===== src/rtl/spi_pkg.sv =====
// spi_pkg: types, frame lengths and edge selection shared by the
// SPI leader controller and the SPI follower.
package spi_pkg;

  typedef enum logic [1:0] {
    IDLE,
    ACTIVE,
    DONE,
    WAIT_CS
  } state_t;

  localparam int LEN8  = 8;
  localparam int LEN16 = 16;

  typedef struct packed {
    logic cpol;
    logic cpha;
    logic len16;
    logic lsb;
  } cfg_t;

  // 1: sample on the rising sclk edge, shift on falling; 0: opposite.
  function automatic logic spi_sample_rise(
    input logic cpol,
    input logic cpha
  );
    return ~(cpol ^ cpha);
  endfunction

endpackage


===== src/rtl/spi_sync_edge.sv =====
// spi_sync_edge: N-flop synchroniser with rise/fall pulses taken
// from the last two synchronised samples.
module spi_sync_edge #(
  parameter int   STAGES  = 2,
  parameter logic RST_VAL = 1'b0
) (
  input  logic clk,
  input  logic rst_n,
  input  logic d,
  output logic q,
  output logic rise,
  output logic fall
);

  logic [STAGES-1:0] sr;
  logic              prev;

  always_ff @(posedge clk or negedge rst_n) begin
    if (!rst_n) begin
      sr   <= {STAGES{RST_VAL}};
      prev <= RST_VAL;
    end else begin
      sr   <= {sr[STAGES-2:0], d};
      prev <= sr[STAGES-1];
    end
  end

  assign q    = sr[STAGES-1];
  assign rise = q & ~prev;
  assign fall = ~q & prev;

endmodule


===== src/rtl/spi_follower.sv =====
// spi_follower: SPI target endpoint, all inputs synchronised to clk.
// Define SPI_FOLLOWER_LSB_FIRST_EN to add the cfg_lsb_first port.
module spi_follower
  import spi_pkg::*;
#(
  parameter int SYNC_STAGES = 2,
  parameter int DATA_W      = 16
) (
  input  logic              clk,
  input  logic              rst_n,
  input  logic              sclk_in,
  input  logic              cs_n_in,
  input  logic              mosi,
  output logic              miso,
  output logic              miso_oe,
  input  logic              cfg_cpol,
  input  logic              cfg_cpha,
  input  logic              cfg_len16,
`ifdef SPI_FOLLOWER_LSB_FIRST_EN
  input  logic              cfg_lsb_first,
`endif
  input  logic [DATA_W-1:0] tx_data,
  input  logic              tx_valid,
  output logic              tx_ready,
  output logic [DATA_W-1:0] rx_data,
  output logic              rx_valid,
  input  logic              rx_ready,
  output logic              underrun,
  output logic              overrun,
  output logic              frame_err
);

  localparam int IW = $clog2(DATA_W);

  logic sclk_s, sclk_rise, sclk_fall;
  logic cs_s, cs_rise, cs_fall;
  logic [SYNC_STAGES-1:0] mosi_sr;
  logic mosi_s;

  state_t state_q, state_d;
  cfg_t   cfg_q, cfg_d;

  logic [DATA_W-1:0] hold_q, tx_sr, tx_nx;
  logic [DATA_W-1:0] rx_sr, rx_nx, rx_q;
  logic              hold_full, rx_vld, armed;
  logic [4:0]        cnt, len_cnt;
  logic [IW-1:0]     msb;
  logic              start, abort, act;
  logic              samp_lvl, sclk_evt, samp_ev, shift_ev;
  logic              tx_bit;
  logic              unr_q, ovr_q, ferr_q;

  spi_sync_edge #(
    .STAGES (SYNC_STAGES),
    .RST_VAL(1'b0)
  ) u_sclk (
    .clk (clk),
    .rst_n(rst_n),
    .d   (sclk_in),
    .q   (sclk_s),
    .rise(sclk_rise),
    .fall(sclk_fall)
  );

  spi_sync_edge #(
    .STAGES (SYNC_STAGES),
    .RST_VAL(1'b1)
  ) u_cs (
    .clk (clk),
    .rst_n(rst_n),
    .d   (cs_n_in),
    .q   (cs_s),
    .rise(cs_rise),
    .fall(cs_fall)
  );

  always_ff @(posedge clk or negedge rst_n) begin
    if (!rst_n) mosi_sr <= '0;
    else        mosi_sr <= {mosi_sr[SYNC_STAGES-2:0], mosi};
  end

  assign mosi_s = mosi_sr[SYNC_STAGES-1];

  always_comb begin
    cfg_d.cpol  = cfg_cpol;
    cfg_d.cpha  = cfg_cpha;
    cfg_d.len16 = cfg_len16;
`ifdef SPI_FOLLOWER_LSB_FIRST_EN
    cfg_d.lsb   = cfg_lsb_first;
`else
    cfg_d.lsb   = 1'b0;
`endif
  end

  assign len_cnt  = cfg_q.len16 ? 5'(LEN16) : 5'(LEN8);
  assign msb      = cfg_q.len16 ? IW'(LEN16 - 1) : IW'(LEN8 - 1);
  assign act      = (state_q == ACTIVE) && (cnt != len_cnt);
  assign samp_lvl = spi_sample_rise(cfg_q.cpol, cfg_q.cpha);
  assign sclk_evt = sclk_rise | sclk_fall;
  // The new sclk level tells which of the two edges just occurred.
  assign samp_ev  = act & sclk_evt & (sclk_s == samp_lvl);
  assign shift_ev = act & sclk_evt & (sclk_s != samp_lvl);

  always_ff @(posedge clk or negedge rst_n) begin
    if (!rst_n) state_q <= IDLE;
    else        state_q <= state_d;
  end

  always_comb begin
    state_d = state_q;
    start   = 1'b0;
    abort   = 1'b0;
    unique case (state_q)
      IDLE: begin
        if (cs_fall) begin
          state_d = ACTIVE;
          start   = 1'b1;
        end
      end
      ACTIVE: begin
        if (cnt == len_cnt) begin
          state_d = DONE;
        end else if (cs_rise) begin
          state_d = IDLE;
          abort   = 1'b1;
        end
      end
      DONE:    state_d = WAIT_CS;
      WAIT_CS: if (cs_s) state_d = IDLE;
      default: state_d = IDLE;
    endcase
  end

  always_comb begin
    rx_nx    = rx_sr << 1;
    rx_nx[0] = mosi_s;
    tx_nx    = tx_sr << 1;
    tx_bit   = tx_sr[msb];
    if (cfg_q.lsb) begin
      rx_nx      = rx_sr >> 1;
      rx_nx[msb] = mosi_s;
      tx_nx      = tx_sr >> 1;
      tx_bit     = tx_sr[0];
    end
  end

  always_ff @(posedge clk or negedge rst_n) begin
    if (!rst_n) begin
      cfg_q     <= '0;
      hold_q    <= '0;
      hold_full <= 1'b0;
      tx_sr     <= '1;
      rx_sr     <= '0;
      rx_q      <= '0;
      rx_vld    <= 1'b0;
      cnt       <= '0;
      armed     <= 1'b0;
      unr_q     <= 1'b0;
      ovr_q     <= 1'b0;
      ferr_q    <= 1'b0;
    end else begin
      unr_q  <= 1'b0;
      ovr_q  <= 1'b0;
      ferr_q <= abort;
      if (tx_valid && !hold_full) begin
        hold_q    <= tx_data;
        hold_full <= 1'b1;
      end
      if (start) begin
        cfg_q <= cfg_d;
        cnt   <= '0;
        rx_sr <= '0;
        // With cpha=1 the first leading edge presents bit 0 of the frame.
        armed <= ~cfg_cpha;
        if (hold_full) begin
          tx_sr     <= hold_q;
          hold_full <= 1'b0;
        end else begin
          tx_sr <= '1;
          unr_q <= 1'b1;
        end
      end else begin
        if (samp_ev) begin
          rx_sr <= rx_nx;
          cnt   <= cnt + 5'd1;
        end
        if (shift_ev) begin
          if (armed) tx_sr <= tx_nx;
          armed <= 1'b1;
        end
      end
      if (state_q == DONE) begin
        if (rx_vld && !rx_ready) begin
          ovr_q <= 1'b1;
        end else begin
          rx_q   <= rx_sr;
          rx_vld <= 1'b1;
        end
      end else if (rx_vld && rx_ready) begin
        rx_vld <= 1'b0;
      end
    end
  end

  assign miso      = ((state_q != IDLE) && armed) ? tx_bit : 1'b1;
  assign miso_oe   = ~cs_s;
  assign tx_ready  = ~hold_full;
  assign rx_data   = rx_q;
  assign rx_valid  = rx_vld;
  assign underrun  = unr_q;
  assign overrun   = ovr_q;
  assign frame_err = ferr_q;

endmodule


===== config.mk =====
export PLATFORM = sky130hd
export DESIGN_NAME = spi_follower
export DESIGN_NICKNAME = d
export VERILOG_FILES = /design/src/rtl/spi_pkg.sv /design/src/rtl/spi_sync_edge.sv /design/src/rtl/spi_follower.sv
export SDC_FILE = /design/constraint.sdc
export NUM_CORES = 1
export LEC_CHECK = 0
export CORE_MARGIN = 2
export CORE_UTILIZATION = 49
export CTS_CLUSTER_DIAMETER = 150
export DETAILED_ROUTE_END_ITERATION = 10
export PLACE_DENSITY = 0.86
export RECOVER_POWER = 50
export SETUP_SLACK_MARGIN = 0.3
export SLEW_MARGIN = 0
export SYNTH_ARGS = -nofsm -noshare
export SYNTH_HDL_FRONTEND = slang
export SYNTH_SLANG_ARGS = --single-unit

===== constraint.sdc =====
create_clock -name clk -period 1.7 [get_ports clk]
set_clock_uncertainty 0.05 [all_clocks]
set_input_delay 0.425 -clock clk [delete_from_list [all_inputs] [get_ports clk]]
set_output_delay 0.425 -clock clk [all_outputs]
set_load 0.02 [all_outputs]

==> results.py <==
metrics = {
    "outcome": {
        "outcome": "finished, violations left",
        "failed_checks": "negative setup slack",
    },
    "place": {
        "portBuffers": 48,
        "pre_cts_ws_ns": -0.117,
        "place_area_mm2": 0.00456,
        "gp_congestion": 0.775,
        "place.detailed.instances": 462,
        "hpwl_um": 4860,
    },
    "logic_synthesis": {
        "synthesis.area_mm2": 0.00364,
        "synth-seq-cells": 88,
        "synth_edf_count": 0,
        "yosysUniqueCellTypes": 38,
        "syn-mean-instance-area_um2": 12.5,
        "synth_warnings": 0,
        "seq_area_frac_synth_pct": 61.2,
        "synth_ff_type": "dfrtp_1",
        "synth_fp_nets": 318,
        "synth_cells": 290,
        "synthArstFlopShare_pct": 100,
    },
    "global_routing": {
        "grt_max_degree": 31,
        "grt_pass1_wl_um": 13300,
        "overflow": 0,
        "antenna_found_initial": 0,
        "grt_pass1_vias": 2686,
        "track_usage_pct": 20.7,
    },
    "cts": {
        "htree_num_levels": 3,
        "tritoncts": "yes",
        "clkTransAtPathRegs_ns": 0.08,
        "clock_latency_ns": 0.35,
        "cts_buffers": 9,
        "clockBufferDepth": 2,
        "clkSinkCount": 88,
        "cts_root_buf": "clkbuf_8",
    },
    "worst_setup_path": {
        "slowest_stage": "dfrtp_1",
        "cp-start-kind": "flip-flop",
        "crit_chain": "xor2_2 -> mux2i_2 -> a31oi_1 -> buf_4 -> a221o_1",
        "arrival_ns": 2.01,
        "slowest_delay_ns": 0.42,
        "crit_path_end_kind": "flip-flop",
        "crit_fanout": 8,
        "worstPathRequired_ns": 1.92,
        "rrSetupSlack_ns": -0.1,
        "crit_type": "flip-flop to flip-flop",
    },
    "drt": {
        "drtPass1Iterations": 4,
        "num_vias": 2714,
        "routedWlPerCell_um": 16.9,
        "wl_um": 8790,
        "via_per_inst": 5.23,
        "drt_iter0_drc": 93,
        "drc": 0,
        "ant_nets": 0,
    },
    "finish": {
        "layout_common_cells": "67 x dfrtp_1, 39 x buf_4, 37 x buf_6",
        "fin_cells": 519,
        "drive_gt1_share_pct": 52.4,
        "area_growth_pct": 51.4,
        "final_common_cell": "dfrtp_1",
        "diodes": 0,
        "fin_nets": 443,
        "final_area_mm2": 0.00551,
        "fillers": 447,
    },
    "min_path": {
        "holdCritPathClass": "flip-flop to flip-flop",
    },
    "job": {
        "cap_violations": 0,
    },
    "sta": {
        "relSlewSlack_pct": 48.3,
        "setup_viol": 33,
        "max_freq_mhz": 556,
        "whs_ns": 0.306,
        "drv_slew": 0,
        "hold_viol": 0,
        "layout_min_cycle_time_ns": 1.80,
        "worstMarginPinSlew_ns": 0.775,
        "worst_slack_ns": -0.0974,
        "post-route-period-util_pct": 106,
        "rsz0062_at_grt": "true",
    },
    "pwr": {
        "power_leakage_uw": 0.00262,
        "vdd_drop_max_v": 0.000847,
        "power.total_uw": 6560,
        "power_density_mw_per_mm2": 1190,
    },
    "floorplan": {
        "ios": 49,
        "core_area_mm2": 0.00721,
        "die_x_um": 90.2,
        "die_area_mm2": 0.00813,
        "fp-row-count": 31,
        "die_h_um": 90.2,
        "initial_core_util_pct": 50.4,
    },
}
-- through the flow --
step                      setup TNS [ns]  util, %
after floorplan                   -0.566        -
after global placement             -1.44     63.3
after detailed placement           -2.60     63.3
after CTS                          -1.53     70.7
after global routing               -6.49     76.4
final                              -2.21     76.4
-- critical path, delay by kind of cell, from the launching register on --
family          cells  cell delay, ns
compound gates      2            0.46
buf+inv             1            0.19
xor+xnor            1            0.25
mux                 1            0.34
flops               1            0.42
-- cells by family (layout without fill, tap and decap cells) --
kind of cell	count (synthesis)	in the layout	synth area share, %
AOI/OAI and AO/OA	49	49	10.1
xor gates and xnor gates	1	1	0.447
adders and majority gates	2	2	0.688
buffers and inverters	30	160	3.71
DFF	88	88	61.2
muxes	48	48	14.4
and+or+nand+nor	72	72	9.39
-- layer usage --
metal  GRT usage [%]  part of all wire [%]  vias to the layer above
met5               0                     0                        -
met4            5.26                   1.8                        0
met3            4.27                   3.0                        9
met2            37.1                    55                       69
met1            25.6                    40                     1377
li1                -                     -                     1259
-- worst paths after layout --
kind,start,end,depth (start not counted)
max,cfg_q[3]$_DFFE_PN0P_,tx_sr[10]$_DFFE_PN1P_,5
min,u_sclk.sr[0]$_DFF_PN0_,u_sclk.sr[1]$_DFF_PN0_,0
max reg2reg,cfg_q[3]$_DFFE_PN0P_,tx_sr[10]$_DFFE_PN1P_,5
min reg2reg,u_sclk.sr[0]$_DFF_PN0_,u_sclk.sr[1]$_DFF_PN0_,0
max in group asynchronous,rst_n,tx_sr[4]$_DFFE_PN1P_,3
min in group asynchronous,rst_n,rx_data[15]$_DFFE_PN0P_,2
-- flip-flops by register name (all words and copies together), names as in the netlist, 2 cells and up, named ones only --
| register | count |
|---|---|
| cnt | 5 |
| mosi_sr | 2 |
| rx_sr | 16 |
| u_sclk.sr | 2 |
| hold_q | 16 |
| tx_sr | 16 |
| cfg_q | 3 |
| u_cs.sr | 2 |
| rx_data | 16 |
-- cells in the mapped netlist (2+ instances only) --
master | instances | area [um^2]
mux2_2 | 32 | 360
dfrtp_1 | 69 | 1730
nor2_1 | 13 | 48.8
ha_1 | 2 | 25.0
o21a_1 | 14 | 105
inv_1 | 13 | 48.8
nand2_1 | 35 | 131
dfstp_2 | 19 | 499
nand4_1 | 4 | 25.0
buf_2 | 6 | 30.0
a21oi_1 | 2 | 10.0
nand2b_1 | 6 | 37.5
buf_6 | 2 | 22.5
clkbuf_1 | 8 | 30.0
and2_1 | 2 | 12.5
a221o_1 | 14 | 140
o21ai_0 | 12 | 60.1
nor2b_1 | 3 | 18.8
mux2i_1 | 15 | 150
-- cell type report --
cell class | count | area (um^2) | area share (%)
Multi-Input combinational cell | 172 | 1550 | 28.1
Timing Repair Buffer | 130 | 1380 | 25.0
Clock buffer | 12 | 135 | 2.45
Tap cell | 99 | 124 | 2.25
Sequential cell | 88 | 2230 | 40.4
Inverter | 14 | 53.8 | 0.976
Clock inverter | 4 | 47.5 | 0.863
-- what timing repair did --
action                                  CTS  global route
pin swaps                                12            11
gates resized for setup                 157            71
endpoints found under the setup margin   80            96
hold buffers                              1             0
hold endpoints to repair                 19             0
buffers inserted                         11            22
gates cloned                              6             1
-- report_power, final --
| group | total, uW | internal, uW | switching, uW | leakage (uW) |
|---|---|---|---|---|
| logic | 2070 | 1200 | 869 | 0.00147 |
| registers | 3110 | 2750 | 355 | 0.00105 |
| clock network | 1380 | 677 | 704 | 0.0000904 |
| total | 6560 | 4630 | 1930 | 0.00262 |
Power figures use the tool's default switching activity.
